## src/rtl/spi_ram_arbiter_if.sv

```systemverilog
// Memory-port bundle shared by the CPU-style masters and the SPI RAM controller.
// The master modport drives strobes; the slave side answers with data and busy.
interface spi_ram_arbiter_if #(
   parameter int ADDR_W = 20
);
   logic [ADDR_W-1:0] addr;
   logic [31:0]       wdata;
   logic              rd;
   logic              wr;
   logic [31:0]       rdata;
   logic              rbusy;
   logic              wbusy;

   modport master (
      output addr, wdata, rd, wr,
      input  rdata, rbusy, wbusy
   );

   modport slave (
      input  addr, wdata, rd, wr,
      output rdata, rbusy, wbusy
   );
endinterface

```

## src/rtl/spi_ram_arbiter.sv

```systemverilog
// Two-master arbiter in front of the word-addressed SPI RAM controller.
// Requests are latched per master and served one at a time (RR or fixed).
module spi_ram_arbiter #(
   parameter int ADDR_W     = 20,
   parameter bit FIXED_PRIO = 1'b0
) (
   input  logic              clk,
   input  logic              reset,
   spi_ram_arbiter_if.slave  m0,
   spi_ram_arbiter_if.slave  m1,
   spi_ram_arbiter_if.master s,
   output logic              grant
);
   typedef enum logic [1:0] {
      IDLE,
      ISSUE,
      WAIT
   } state_t;

   state_t state;

   logic [1:0]              pend_rd;
   logic [1:0]              pend_wr;
   logic [1:0]              pend;
   logic [1:0]              cap_rd;
   logic [1:0]              cap_wr;
   logic [1:0]              in_rd;
   logic [1:0]              in_wr;
   logic [1:0][ADDR_W-1:0]  in_addr;
   logic [1:0][ADDR_W-1:0]  lat_addr;
   logic [1:0][31:0]        in_wdata;
   logic [1:0][31:0]        lat_wdata;
   logic [1:0][31:0]        rdata;
   logic                    prefer;
   logic                    cur_wr;
   logic                    win;
   logic                    done;
   logic [ADDR_W-1:0]       s_addr;
   logic [31:0]             s_wdata;
   logic                    s_rd;
   logic                    s_wr;

   assign in_rd    = {m1.rd, m0.rd};
   assign in_wr    = {m1.wr, m0.wr};
   assign in_addr  = {m1.addr, m0.addr};
   assign in_wdata = {m1.wdata, m0.wdata};

   // A write strobe wins over a simultaneous read strobe.
   assign pend   = pend_rd | pend_wr;
   assign cap_wr = ~pend & in_wr;
   assign cap_rd = ~pend & in_rd & ~in_wr;

   always_comb begin
      win = pend[1];
      if (pend[0] && pend[1]) begin
         win = FIXED_PRIO ? 1'b0 : prefer;
      end
   end

   assign done = (state == WAIT) && !(cur_wr ? s.wbusy : s.rbusy);

   always_ff @(posedge clk) begin
      if (reset) begin
         state     <= IDLE;
         pend_rd   <= '0;
         pend_wr   <= '0;
         lat_addr  <= '0;
         lat_wdata <= '0;
         rdata     <= '0;
         prefer    <= 1'b0;
         cur_wr    <= 1'b0;
         grant     <= 1'b0;
         s_addr    <= '0;
         s_wdata   <= '0;
         s_rd      <= 1'b0;
         s_wr      <= 1'b0;
      end else begin
         for (int i = 0; i < 2; i++) begin
            if (cap_rd[i] || cap_wr[i]) begin
               lat_addr[i] <= in_addr[i];
            end
            if (cap_wr[i]) begin
               lat_wdata[i] <= in_wdata[i];
            end
         end
         pend_rd <= pend_rd | cap_rd;
         pend_wr <= pend_wr | cap_wr;

         unique case (state)
            IDLE: begin
               if (|pend) begin
                  grant   <= win;
                  cur_wr  <= pend_wr[win];
                  s_addr  <= lat_addr[win];
                  s_wdata <= lat_wdata[win];
                  s_rd    <= pend_rd[win];
                  s_wr    <= pend_wr[win];
                  state   <= ISSUE;
               end
            end
            ISSUE: begin
               s_rd  <= 1'b0;
               s_wr  <= 1'b0;
               state <= WAIT;
            end
            WAIT: begin
               // The served master cannot capture this cycle, so the
               // bit clear below never collides with a new capture.
               if (done) begin
                  if (!cur_wr) begin
                     rdata[grant] <= s.rdata;
                  end
                  pend_rd[grant] <= 1'b0;
                  pend_wr[grant] <= 1'b0;
                  prefer         <= ~grant;
                  state          <= IDLE;
               end
            end
            default: state <= IDLE;
         endcase
      end
   end

   assign m0.rdata = rdata[0];
   assign m0.rbusy = pend_rd[0];
   assign m0.wbusy = pend_wr[0];
   assign m1.rdata = rdata[1];
   assign m1.rbusy = pend_rd[1];
   assign m1.wbusy = pend_wr[1];

   assign s.addr  = s_addr;
   assign s.wdata = s_wdata;
   assign s.rd    = s_rd;
   assign s.wr    = s_wr;
endmodule
```

## src/flat_wrapper.sv

```systemverilog
// flat-port wrapper written by rule: the top's interface ports become plain ports
module spi_ram_arbiter_flat 
#(
   parameter int ADDR_W     = 20,
   parameter bit FIXED_PRIO = 1'b0
)
  (clk, reset, grant, m0_addr, m0_wdata, m0_rd, m0_wr, m0_rdata, m0_rbusy, m0_wbusy, m1_addr, m1_wdata, m1_rd, m1_wr, m1_rdata, m1_rbusy, m1_wbusy, s_addr, s_wdata, s_rd, s_wr, s_rdata, s_rbusy, s_wbusy);
  spi_ram_arbiter_if #(.ADDR_W(ADDR_W)) m0_i ();
  spi_ram_arbiter_if #(.ADDR_W(ADDR_W)) m1_i ();
  spi_ram_arbiter_if #(.ADDR_W(ADDR_W)) s_i ();
  input  logic clk;
  input  logic reset;
  output logic grant;
  input wire logic [$bits(m0_i.addr)-1:0] m0_addr;
  input wire logic [$bits(m0_i.wdata)-1:0] m0_wdata;
  input wire logic [$bits(m0_i.rd)-1:0] m0_rd;
  input wire logic [$bits(m0_i.wr)-1:0] m0_wr;
  output wire logic [$bits(m0_i.rdata)-1:0] m0_rdata;
  output wire logic [$bits(m0_i.rbusy)-1:0] m0_rbusy;
  output wire logic [$bits(m0_i.wbusy)-1:0] m0_wbusy;
  input wire logic [$bits(m1_i.addr)-1:0] m1_addr;
  input wire logic [$bits(m1_i.wdata)-1:0] m1_wdata;
  input wire logic [$bits(m1_i.rd)-1:0] m1_rd;
  input wire logic [$bits(m1_i.wr)-1:0] m1_wr;
  output wire logic [$bits(m1_i.rdata)-1:0] m1_rdata;
  output wire logic [$bits(m1_i.rbusy)-1:0] m1_rbusy;
  output wire logic [$bits(m1_i.wbusy)-1:0] m1_wbusy;
  output wire logic [$bits(s_i.addr)-1:0] s_addr;
  output wire logic [$bits(s_i.wdata)-1:0] s_wdata;
  output wire logic [$bits(s_i.rd)-1:0] s_rd;
  output wire logic [$bits(s_i.wr)-1:0] s_wr;
  input wire logic [$bits(s_i.rdata)-1:0] s_rdata;
  input wire logic [$bits(s_i.rbusy)-1:0] s_rbusy;
  input wire logic [$bits(s_i.wbusy)-1:0] s_wbusy;
  assign m0_i.addr = m0_addr;
  assign m0_i.wdata = m0_wdata;
  assign m0_i.rd = m0_rd;
  assign m0_i.wr = m0_wr;
  assign m0_rdata = m0_i.rdata;
  assign m0_rbusy = m0_i.rbusy;
  assign m0_wbusy = m0_i.wbusy;
  assign m1_i.addr = m1_addr;
  assign m1_i.wdata = m1_wdata;
  assign m1_i.rd = m1_rd;
  assign m1_i.wr = m1_wr;
  assign m1_rdata = m1_i.rdata;
  assign m1_rbusy = m1_i.rbusy;
  assign m1_wbusy = m1_i.wbusy;
  assign s_addr = s_i.addr;
  assign s_wdata = s_i.wdata;
  assign s_rd = s_i.rd;
  assign s_wr = s_i.wr;
  assign s_i.rdata = s_rdata;
  assign s_i.rbusy = s_rbusy;
  assign s_i.wbusy = s_wbusy;
  spi_ram_arbiter #(.ADDR_W(ADDR_W), .FIXED_PRIO(FIXED_PRIO)) u_core (.clk(clk), .reset(reset), .m0(m0_i), .m1(m1_i), .s(s_i), .grant(grant));
endmodule
```

## config.mk

```make
export PLATFORM = sky130hd
export DESIGN_NAME = spi_ram_arbiter_flat
export DESIGN_NICKNAME = d
export VERILOG_FILES = /design/src/rtl/spi_ram_arbiter_if.sv /design/src/rtl/spi_ram_arbiter.sv /design/src/flat_wrapper.sv
export SDC_FILE = /design/constraint.sdc
export NUM_CORES = 1
export LEC_CHECK = 0
export ABC_AREA = 1
export CAP_MARGIN = 20
export CORE_MARGIN = 4
export CORE_UTILIZATION = 40
export CTS_BUF_LIST = sky130_fd_sc_hd__clkbuf_8
export CTS_CLUSTER_DIAMETER = 30
export DETAILED_ROUTE_END_ITERATION = 10
export MAX_ROUTING_LAYER = met4
export PLACE_DENSITY = 0.74
export SKIP_CTS_REPAIR_TIMING = 1
export SLEW_MARGIN = 20
export SYNTH_ARGS = -nofsm -noshare
export SYNTH_HDL_FRONTEND = slang
export SYNTH_SLANG_ARGS = --single-unit
```

## constraint.sdc

```tcl
create_clock -name clk -period 1.1 [get_ports clk]
set_input_delay 0.22 -clock clk [delete_from_list [all_inputs] [get_ports clk]]
set_output_delay 0.22 -clock clk [all_outputs]
set_load 0.03 [all_outputs]
```

==> impl_results.rst, run 1 <==
.. list-table::
   :header-rows: 1

   * - Metric
     - Value
   * - Result of the run
     - finished with violations
   * - Violated checks
     - setup timing
   * - Largest clock skew in the final design
     - 0.0244 ns
   * - Final Setup Violations
     - 352
   * - Most used flip-flop cell after synthesis
     - sky130_fd_sc_hd__dfxtp_1
   * - Register clock-pin slew on the reported worst setup and hold paths
     - 0.08 ns
   * - Post-Synthesis Net Count
     - 1,407
   * - Post-place instance area
     - 0.0125 mm^2
   * - Detailed-routing iteration count for the pre-antenna-repair pass
     - 5
   * - Worst endpoint data arrival time
     - 1.87 ns
   * - Number of antenna violations at the first check in global routing
     - 0
   * - Area growth from synthesis to layout
     - 76.6%
   * - Switching share of power
     - 33.3%
   * - Crit end category
     - flop
   * - Die X
     - 160 um
   * - Clock latency of the later-clocked register in the worst-skew pair
     - 0.56 ns
   * - Path category of the worst min-delay check
     - in2reg
   * - Syn avg cell area
     - 7.35 um^2
   * - Worst slack at placement
     - -0.547 ns
   * - Count of pins over their slew limit
     - 0
   * - Final Instance Count excl. Fillers
     - 1,951
   * - Antenna cells
     - 0
   * - Type of the setup path with the least slack
     - reg2reg
   * - Count of routing violations after the opening detailed-route iteration
     - 932
   * - Cell Count Post-Placement
     - 1,788
   * - Maximum level of the CTS H-tree
     - 2
   * - Max-cap violation count
     - 0
   * - Critical Path Source Type
     - flop
   * - Number of flops mapped to enable cells by yosys
     - 0
   * - Final period utilization
     - 130%
   * - Root buffer cell
     - sky130_fd_sc_hd__clkbuf_8
   * - Routed wire length
     - 36,900 um
   * - Remaining global-route overflow
     - 0
   * - Drt via density
     - 5.31
   * - Final estimated routing congestion in global placement
     - 0.887
   * - Post-synthesis instance area
     - 0.00928 mm^2
   * - Number of core rows
     - 55
   * - Number of instances in the synthesized netlist
     - 1,263
   * - Max frequency
     - 0.699 GHz
   * - Cell Int Power
     - 20.0 mW
   * - Starting density of the core
     - 40.9%
   * - Clock tree from TritonCTS
     - yes
   * - Number of buffers added by the clock tree synthesis step
     - 47
   * - Vias in the first global route
     - 9,154
   * - Vias
     - 10,400
   * - Routed length per placed instance
     - 18.9 um
   * - Sequential cell fraction of total power
     - 34.0%
   * - Ranking of synthesized cells by instance count
     - sky130_fd_sc_hd__dfxtp_1 (231), sky130_fd_sc_hd__nand2_1 (186), sky130_fd_sc_hd__a21oi_1 (158)
   * - Max-Slew Margin vs Limit
     - 61.8%
   * - Max Fanout on Critical Path
     - 11
   * - Worst slack on hold paths
     - 0.0640 ns
   * - Placeable Area
     - 0.0227 mm^2
   * - Post-synth top area share
     - 49.8%
   * - Final core utilization
     - 72.2%
   * - DIE HEIGHT
     - 160 um
   * - Overall global routing resource usage
     - 22.1%
   * - First-pass GRT wire length
     - 46,000 um
   * - Largest area contributor in the synthesized netlist
     - sky130_fd_sc_hd__dfxtp_1
   * - Required time at the endpoint of the critical path
     - 1.54 ns
   * - Port-buffer cells
     - 266
   * - Pwr dens
     - 1830 mW/mm^2
   * - Setup repair after global routing missed its margin
     - yes
   * - Top Ports
     - 267
   * - Leakage power figure
     - 6.93 nW
   * - Distinct cell type count after synthesis
     - 24
   * - Ys async rst share
     - 0%
   * - Sequential area share after synthesis
     - 49.8%
   * - Count of yosys warnings during synthesis
     - 0
   * - Worst setup margin
     - -0.330 ns
   * - Logic gate share of total power
     - 32.4%
   * - Antenna violation net count after detailed routing
     - 0
   * - Power Total
     - 30.0 mW
   * - Layout net count
     - 1,772
   * - CTS Buffer Depth
     - 3
   * - Min cycle time layout
     - 1.43 ns
   * - Die Area
     - 0.0257 mm^2
   * - Synthesis-stage register bit count
     - 231
   * - Switching power summed over all nets
     - 9.97 mW
   * - Relative contribution of the clock network to total power
     - 33.6%
   * - Most common cell in the netlist
     - sky130_fd_sc_hd__dfxtp_1
   * - Maximum number of pins on one net before global-route repair
     - 47
   * - Max VDD drop
     - 1490 uV
   * - Tightest Pin Transition
     - 0.572 ns
   * - Cell area after layout
     - 0.0164 mm^2
   * - Clk sink count
     - 231
   * - DRC
     - 0
   * - Post-detail-place hpwl
     - 20,000 um
   * - Fraction of final layout cells with drive strength greater than 1
     - 40.9%
   * - Total count of hold-check failures in the final report
     - 0
   * - Dominant cells by area after synthesis
     - sky130_fd_sc_hd__dfxtp_1 (50%), sky130_fd_sc_hd__a21oi_1 (8.5%), sky130_fd_sc_hd__nand2_1 (7.5%)
   * - Accumulated negative setup slack
     - -59.17 ns
-- layout by cell type, fill, tap and decap left out, types with 2 or more instances in the layout --
cell type and n:
sky130_fd_sc_hd__buf_6 129, sky130_fd_sc_hd__nand2_8 2, sky130_fd_sc_hd__nor2_1 121, sky130_fd_sc_hd__nand4_1 66, sky130_fd_sc_hd__clkinv_2 10, sky130_fd_sc_hd__inv_6 2
sky130_fd_sc_hd__nor2_4 11, sky130_fd_sc_hd__clkinv_4 2, sky130_fd_sc_hd__buf_12 44, sky130_fd_sc_hd__bufinv_16 4, sky130_fd_sc_hd__nand3_2 3, sky130_fd_sc_hd__o21ai_1 25
sky130_fd_sc_hd__clkbuf_16 21, sky130_fd_sc_hd__nand2_2 3, sky130_fd_sc_hd__dfxtp_2 114, sky130_fd_sc_hd__a21oi_2 58, sky130_fd_sc_hd__clkinvlp_4 3, sky130_fd_sc_hd__a21oi_1 96
sky130_fd_sc_hd__a21oi_4 4, sky130_fd_sc_hd__nand2_4 37, sky130_fd_sc_hd__inv_4 2, sky130_fd_sc_hd__o21ai_4 6, sky130_fd_sc_hd__nand3_4 2, sky130_fd_sc_hd__buf_8 10
sky130_fd_sc_hd__o21ai_2 52, sky130_fd_sc_hd__buf_4 68, sky130_fd_sc_hd__clkbuf_8 62, sky130_fd_sc_hd__inv_2 4, sky130_fd_sc_hd__clkdlybuf4s50_1 142, sky130_fd_sc_hd__dfxtp_4 12
sky130_fd_sc_hd__nand3_1 102, sky130_fd_sc_hd__inv_1 152, sky130_fd_sc_hd__nor2_2 13, sky130_fd_sc_hd__dfxtp_1 105, sky130_fd_sc_hd__o21ai_0 28, sky130_fd_sc_hd__nand2_1 145
-- logic make-up after synthesis --
family / after synthesis / synth area share, %
buffers and inverters: 255 / 11.5
and+or+nand+nor: 506 / 24.0
AOI/OAI and AO/OA: 271 / 14.7
DFF: 231 / 49.8
-- final cells by class --
| class | count | area [um^2] |
|---|---|---|
| Fill cell | 1549 | 6320 |
| Timing Repair Buffer | 415 | 4950 |
| Sequential cell | 231 | 4810 |
| Multi-Input combinational cell | 777 | 4560 |
| Clock buffer | 62 | 853 |
| Inverter | 156 | 613 |
| Tap cell | 285 | 357 |
| Clock inverter | 25 | 240 |
-- routing by layer --
layer  wire (um)  part of all wire (%)  track usage [%]
met3        2850                   7.7             5.00
met4        1460                   4.0             6.92
met1       14400                    39             27.4
met2       18200                    49             36.0
met5           0                     0                -
-- final timing paths --
check / end / depth (start not counted) / slack, ns / from
hold / removal: u_core.state[0]$_SDFFE_PP0P_ / 3 / 0.06 / reset
setup / recovery: u_core.m0.rdata[25]$_SDFFE_PP0P_ / 7 / -0.33 / u_core.state[1]$_SDFFE_PP0P_
hold reg to reg: u_core.lat_addr[11]$_SDFFE_PP0P_ / 2 / 0.44 / u_core.lat_addr[11]$_SDFFE_PP0P_
setup reg to reg: u_core.m0.rdata[25]$_SDFFE_PP0P_ / 7 / -0.33 / u_core.state[1]$_SDFFE_PP0P_
-- power groups by stage --
stage          registers, mW  clock network (mW)  logic [mW]
4_1_cts                 9.97                10.1        7.04
2_1_floorplan           11.0                   0        3.22
5_1_grt                 10.3                10.7        10.3
3_3_place_gp            10.1                   0        6.95
3_5_place_dp            10.1                   0        7.00
6_report                10.2                10.1        9.71
-- critical path, stage by stage (launching register included) --
cell and delay, ns:
sky130_fd_sc_hd__dfxtp_2 0.36, sky130_fd_sc_hd__inv_2 0.05, sky130_fd_sc_hd__nor2_4 0.11, sky130_fd_sc_hd__buf_8 0.15
sky130_fd_sc_hd__buf_4 0.12, sky130_fd_sc_hd__clkbuf_16 0.14, sky130_fd_sc_hd__nand4_1 0.08, sky130_fd_sc_hd__a21oi_1 0.31
-- sequential cells by signal (all words and copies together), names as in the netlist --
register / cells
u_core.s.addr: 20
u_core.m0.rdata: 32
u_core.pend_wr: 2
u_core.m1.rdata: 32
u_core.prefer: 1
u_core.state: 2
u_core.grant: 1
u_core.s.rd: 1
u_core.pend_rd: 2
u_core.lat_addr: 40
u_core.lat_wdata: 64
u_core.s.wr: 1
u_core.cur_wr: 1
u_core.s.wdata: 32
No activity file was read; power rests on OpenSTA's default activity.
==> run 2: changes to the inputs <==
- CORE_ASPECT_RATIO: default -> 0.7
==> run 2 against run 1 <==
  * The run still ends with setup timing left
  * Largest cell class is now flip-flops and latches
  * Sequential cell count is the same
  * Wire length shrank 2.2%
  * Cell area decreased by 6.5%
  * Cell count down 1.5%
  * Sequential power about the same
  * Die area increased by 0.15%
  * Worst setup slack got worse by 0.026 ns
  * Non-clock buffer count decreased by 34
==> impl_results.rst, run 2 (same netlist as run 1, synthesis figures left out) <==
.. list-table::
   :header-rows: 1

   * - Metric
     - Value
   * - Result of the run
     - finished with violations
   * - Violated checks
     - setup timing
   * - Overall global routing resource usage
     - 22.4%
   * - Max frequency
     - 0.687 GHz
   * - Post-detail-place hpwl
     - 19,500 um
   * - Count of routing violations after the opening detailed-route iteration
     - 684
   * - First-pass GRT wire length
     - 46,200 um
   * - Required time at the endpoint of the critical path
     - 1.50 ns
   * - Tightest Pin Transition
     - 0.413 ns
   * - Maximum level of the CTS H-tree
     - 2
   * - Remaining global-route overflow
     - 0
   * - Count of pins over their slew limit
     - 0
   * - Max-Slew Margin vs Limit
     - 72.5%
   * - Number of buffers added by the clock tree synthesis step
     - 40
   * - Final core utilization
     - 67.4%
   * - Worst endpoint data arrival time
     - 1.85 ns
   * - Min cycle time layout
     - 1.46 ns
   * - Largest clock skew in the final design
     - 0.0359 ns
   * - Pwr dens
     - 1790 mW/mm^2
   * - Antenna cells
     - 0
   * - Commonest non-fill, non-tap cells in the layout
     - sky130_fd_sc_hd__dfxtp_1 (193), sky130_fd_sc_hd__inv_1 (155), sky130_fd_sc_hd__nand2_1 (143)
   * - Final Instance Count excl. Fillers
     - 1,922
   * - Antenna violation net count after detailed routing
     - 0
   * - Clock latency of the later-clocked register in the worst-skew pair
     - 0.54 ns
   * - Max Fanout on Critical Path
     - 8
   * - Commonest non-fill, non-tap cell in the layout
     - sky130_fd_sc_hd__dfxtp_1
   * - Final period utilization
     - 132%
   * - Accumulated negative setup slack
     - -67.81 ns
   * - Type of the setup path with the least slack
     - reg2reg
   * - Crit end category
     - flop
   * - Number of antenna violations at the first check in global routing
     - 0
   * - Critical Path Source Type
     - flop
   * - Total of fill cells in the finished design
     - 1,758
   * - Routed wire length
     - 36,100 um
   * - Power Total
     - 27.4 mW
   * - Cell Count Post-Placement
     - 1,800
   * - Vias
     - 10,100
   * - Crit-path cells
     - inv_2 > nor2_4 > buf_8 > nand3_4 > clkbuf_16 > nand2_1 > a21oi_1
   * - Largest registers
     - u_core.lat_wdata x64, u_core.lat_addr x40
   * - Layout net count
     - 1,731
   * - Final Setup Violations
     - 354
   * - Clock tree from TritonCTS
     - yes
   * - Placeable Area
     - 0.0227 mm^2
   * - Highest-delay cell along the critical path
     - sky130_fd_sc_hd__dfxtp_2
   * - Worst setup margin
     - -0.355 ns
   * - Die X
     - 190 um
   * - Register clock-pin slew on the reported worst setup and hold paths
     - 0.06 ns
   * - Global Route met3 Usage
     - 5.26%
   * - Root buffer cell
     - sky130_fd_sc_hd__clkbuf_8
   * - DRC
     - 0
   * - Final estimated routing congestion in global placement
     - 0.836
   * - Max-cap violation count
     - 0
   * - Die Area
     - 0.0257 mm^2
   * - Setup repair after global routing missed its margin
     - yes
   * - Total count of hold-check failures in the final report
     - 0
   * - Top Ports
     - 267
   * - DIE HEIGHT
     - 135 um
   * - Detailed-routing iteration count for the pre-antenna-repair pass
     - 5
   * - Reg with most FFs
     - u_core.lat_wdata
   * - Path category of the worst min-delay check
     - in2reg
   * - Worst slack on hold paths
     - 0.214 ns
   * - Busiest grt layer
     - met2
   * - Slowest cell delay on critical path
     - 0.36 ns
   * - Number of flip-flops under the largest register name
     - 64
   * - Drt via density
     - 5.25
   * - M2 GR Usage
     - 35.1%
   * - Routed length per placed instance
     - 18.8 um
   * - Starting density of the core
     - 40.8%
   * - Max VDD drop
     - 1030 uV
   * - Area growth from synthesis to layout
     - 65.1%
   * - Clk sink count
     - 231
   * - Port-buffer cells
     - 266
   * - Leakage power figure
     - 6.47 nW
   * - CTS Buffer Depth
     - 3
   * - Vias in the first global route
     - 8,936
   * - Fraction of final layout cells with drive strength greater than 1
     - 31.8%
   * - Maximum number of pins on one net before global-route repair
     - 57
   * - Number of core rows
     - 46
   * - Global Route met1 Usage
     - 29.5%
-- run 2: cell types whose count changed in the layout (fill, tap and decap cells not counted), moves of 6 or more --
| cell | previous run | this run |
|---|---|---|
| sky130_fd_sc_hd__dfxtp_2 | 114 | 21 |
| sky130_fd_sc_hd__dfxtp_1 | 105 | 193 |
| sky130_fd_sc_hd__buf_6 | 129 | 50 |
| sky130_fd_sc_hd__buf_4 | 68 | 121 |
| sky130_fd_sc_hd__a21oi_1 | 96 | 125 |
| sky130_fd_sc_hd__a21oi_2 | 58 | 33 |
| sky130_fd_sc_hd__clkbuf_8 | 62 | 46 |
| sky130_fd_sc_hd__nand3_1 | 102 | 91 |
| sky130_fd_sc_hd__nand3_2 | 3 | 14 |
| sky130_fd_sc_hd__o21ai_2 | 52 | 43 |
| sky130_fd_sc_hd__buf_8 | 10 | 4 |
-- run 2: per-stage QoR --
step | setup slack, ns | area, um^2
final | -0.355 | 15300
after global routing | -0.365 | 15300
after CTS | -0.462 | 13200
after detailed placement | -0.502 | 12500
after global placement | -0.456 | 12500
after floorplan | -0.110 | 9470
-- run 2: final timing paths --
check                                                     start                                to  slack [ns]  cells past startpoint
worst min-delay path                                      reset      u_core.state[1]$_SDFFE_PP0P_        0.21                      3
worst max-delay path               u_core.state[1]$_SDFFE_PP0P_  u_core.m1.rdata[12]$_SDFFE_PP0P_       -0.36                      7
worst min register to register  u_core.lat_addr[6]$_SDFFE_PP0P_   u_core.lat_addr[6]$_SDFFE_PP0P_        0.45                      2
worst max register to register     u_core.state[1]$_SDFFE_PP0P_  u_core.m1.rdata[12]$_SDFFE_PP0P_       -0.36                      7
-- run 2: where the power goes --
| group | internal [mW] | switching (mW) | leakage (nW) |
|---|---|---|---|
| Sequential | 9.38 | 0.704 | 1.92 |
| Combinational | 4.23 | 5.20 | 4.13 |
| Clock | 4.29 | 3.56 | 0.425 |
| Total | 17.9 | 9.46 | 6.47 |
-- run 2: worst max-delay path: cells and delay by family (launching register included) --
| kind | cells | cell delay, ns |
|---|---|---|
| compound gates | 1 | 0.07 |
| buf+inv | 3 | 0.46 |
| simple gates | 3 | 0.41 |
| flops | 1 | 0.36 |
-- run 2: layer usage --
metal | wire length (um) | part of all wire [%] | vias to the layer above
li1 | - | - | 4768
met1 | 15500 | 43 | 4756
met2 | 16500 | 46 | 496
met3 | 3290 | 9.1 | 73
met4 | 796 | 2.2 | 0
met5 | 0 | 0 | -
-- run 2: layout make-up --
class	count	area (um^2)	area share (%)
clock buffers	46	633	4.13
clock inverters	19	151	0.988
multi-input cells	777	4460	29.1
flip-flops and latches	231	4710	30.8
repair buffers	381	4360	28.5
inverters	156	613	4.00
well taps	312	390	2.55
==> run 3: changes to the inputs <==
--- a/constraint.sdc
+++ b/constraint.sdc
@@ -3,2 +3,2 @@
 set_output_delay 0.22 -clock clk [all_outputs]
-set_load 0.03 [all_outputs]
+set_load 0.005 [all_outputs]
==> run 3 against run 2 <==
  * The flow still finishes with violations (setup timing)
  * Largest cell class unchanged
  * Utilization down 6.4 points
  * Clock-buffer cell count up 9
  * Worst setup slack better by 0.11 ns
  * Sequential cell count unchanged
  * Sequential power about the same
  * Via count down 4.9%
==> impl_results.rst, run 3 (same netlist as run 1, synthesis figures left out) <==
.. list-table::
   :header-rows: 1

   * - Metric
     - Value
   * - Result of the run
     - finished with violations
   * - Violated checks
     - setup timing
   * - Total of fill cells in the finished design
     - 2,025
   * - Reg2reg setup slack
     - -0.22 ns
   * - Overall global routing resource usage
     - 22.5%
   * - Required time at the endpoint of the critical path
     - 0.88 ns
   * - Switching share of power
     - 30.3%
   * - Count of routing violations after the opening detailed-route iteration
     - 665
   * - Maximum level of the CTS H-tree
     - 2
   * - Routed length on met3
     - 2620 um
   * - Final estimated routing congestion in global placement
     - 0.866
   * - Max Fanout on Critical Path
     - 4
   * - Number of buffers added by the clock tree synthesis step
     - 43
   * - Logic gate share of total power
     - 24.8%
   * - Max-Slew Margin vs Limit
     - 79.0%
   * - Worst setup margin
     - -0.243 ns
   * - Pwr dens
     - 1820 mW/mm^2
   * - Worst endpoint data arrival time
     - 1.12 ns
   * - DIE HEIGHT
     - 135 um
   * - Cell area after layout
     - 0.0139 mm^2
   * - Reg2reg end
     - u_core.s.addr[7]$_SDFFE_PP0P_
   * - Placeable Area
     - 0.0227 mm^2
   * - DRC
     - 0
   * - Clk sink count
     - 231
   * - Starting density of the core
     - 40.8%
   * - Post-place instance area
     - 0.0127 mm^2
   * - Detailed-routing iteration count for the pre-antenna-repair pass
     - 5
   * - Top sig layer
     - met4
   * - Commonest non-fill, non-tap cells in the layout
     - sky130_fd_sc_hd__nand2_1 (184), sky130_fd_sc_hd__a21oi_1 (157), sky130_fd_sc_hd__inv_1 (156)
   * - Max frequency
     - 0.745 GHz
   * - Hold Path End
     - u_core.m1.rdata[12]$_SDFFE_PP0P_
   * - Root buffer cell
     - sky130_fd_sc_hd__clkbuf_8
   * - Die X
     - 190 um
   * - Drt via density
     - 5.03
   * - Leakage power figure
     - 6.05 nW
   * - Routed length per placed instance
     - 16.0 um
   * - Max-cap violation count
     - 0
   * - Commonest non-fill, non-tap cell in the layout
     - sky130_fd_sc_hd__nand2_1
   * - Number of core rows
     - 46
   * - Vias
     - 9,601
   * - Post-detail-place hpwl
     - 19,900 um
   * - Final Setup Violations
     - 350
   * - Largest registers
     - u_core.lat_wdata x64, u_core.lat_addr x40
   * - Number of flip-flops under the largest register name
     - 64
   * - R2R Path Start
     - u_core.pend_rd[0]$_SDFF_PP0_
   * - Die Area
     - 0.0257 mm^2
   * - CTS Buffer Depth
     - 3
   * - Wire length on met1
     - 13,500 um
   * - Reg with most FFs
     - u_core.lat_wdata
   * - Launch instance of the worst min-delay path
     - reset
   * - Antenna violation net count after detailed routing
     - 0
   * - First-pass GRT wire length
     - 46,200 um
   * - Relative contribution of the clock network to total power
     - 35.2%
   * - Remaining global-route overflow
     - 0
   * - Vias in the first global route
     - 8,853
   * - Critical Path Source Type
     - flop
   * - Path category of the worst min-delay check
     - in2reg
   * - Routed wire length
     - 30,500 um
   * - Clock latency of the later-clocked register in the worst-skew pair
     - 0.53 ns
   * - Met2 Wirelength
     - 13,700 um
   * - Count of pins over their slew limit
     - 0
   * - Register clock-pin slew on the reported worst setup and hold paths
     - 0.06 ns
   * - Tightest Pin Transition
     - 0.315 ns
   * - Worst R2R Path Depth
     - 7
   * - Area growth from synthesis to layout
     - 49.5%
   * - Cell Int Power
     - 17.6 mW
   * - Port-buffer cells
     - 266
   * - Max VDD drop
     - 977 uV
   * - Crit end category
     - primary output
   * - WHS Path Cells
     - 3
   * - Layout net count
     - 1,708
   * - Maximum number of pins on one net before global-route repair
     - 55
   * - Setup repair after global routing missed its margin
     - yes
   * - Min cycle time layout
     - 1.34 ns
   * - Final period utilization
     - 122%
   * - Largest clock skew in the final design
     - 0.0131 ns
   * - Switching power summed over all nets
     - 7.64 mW
   * - Final core utilization
     - 61.0%
   * - Type of the setup path with the least slack
     - reg2out
   * - Clock tree from TritonCTS
     - yes
   * - Total count of hold-check failures in the final report
     - 0
   * - Number of antenna violations at the first check in global routing
     - 1
   * - Fraction of final layout cells with drive strength greater than 1
     - 28.0%
   * - Sequential cell fraction of total power
     - 40.0%
   * - Top Ports
     - 267
==> run 3: area by class of cell <==
| class | instances | area [um^2] | area share, % |
|---|---|---|---|
| flip-flops and latches | 231 | 4790 | 34.5 |
| multi-input cells | 777 | 3740 | 26.9 |
| repair buffers | 355 | 3420 | 24.7 |
| clock buffers | 55 | 757 | 5.46 |
| inverters | 156 | 588 | 4.24 |
| well taps | 312 | 390 | 2.81 |
| clock inverters | 20 | 183 | 1.32 |
| diodes | 1 | 2.50 | 0.0180 |
==> run 3: through the flow <==
step	worst slack [ns]	TNS [ns]	hold slack (ns)	std cells	power, mW
6_report	-0.243	-38.47	0.163	1907	25.2
5_1_grt	-0.347	-61.96	0.149	1907	26.6
4_1_cts	-0.753	-99.15	0.166	1878	25.1
3_5_place_dp	-0.486	-76.28	0.434	1803	16.2
3_3_place_gp	-0.450	-73.90	0.430	1803	16.1
2_1_floorplan	-0.0660	-5.02	0.355	1263	13.2
==> run 3: power by group through the flow <==
stage                     registers [mW]  logic [mW]  clock network (mW)
after global placement              10.1        6.07                   0
after global routing                10.2        6.88                9.49
after CTS                           9.91        6.21                9.02
final                               10.1        6.26                8.87
after detailed placement            10.1        6.17                   0
after floorplan                     10.0        3.16                   0
==> run 3: how the worst max path moves through the flow <==
stage	end	cells past startpoint	from	slack, ns
global route	u_core.lat_addr[11]$_SDFFE_PP0P_	6	u_core.pend_wr[0]$_SDFF_PP0_	-0.35
CTS	m0_wbusy	2	u_core.pend_wr[0]$_SDFF_PP0_	-0.75
finish	m0_rbusy	2	u_core.pend_rd[0]$_SDFF_PP0_	-0.24
detailed placement	u_core.pend_wr[1]$_SDFF_PP0_	6	s_rbusy	-0.49
floorplan	u_core.s.addr[10]$_SDFFE_PP0P_	8	u_core.pend_rd[1]$_SDFF_PP0_	-0.07
global placement	u_core.pend_rd[0]$_SDFF_PP0_	6	s_rbusy	-0.45
==> run 3: per-layer routing <==
layer	GRT usage, %	up-vias
li1	-	4712
met1	31.0	4411
met2	33.5	424
met3	5.05	54
met4	6.02	0
met5	-	-
==> run 3: worst max-delay path: stages, from the launching register on <==
cell	delay, ns
sky130_fd_sc_hd__dfxtp_2	0.36
sky130_fd_sc_hd__buf_12	0.11
sky130_fd_sc_hd__buf_2	0.13
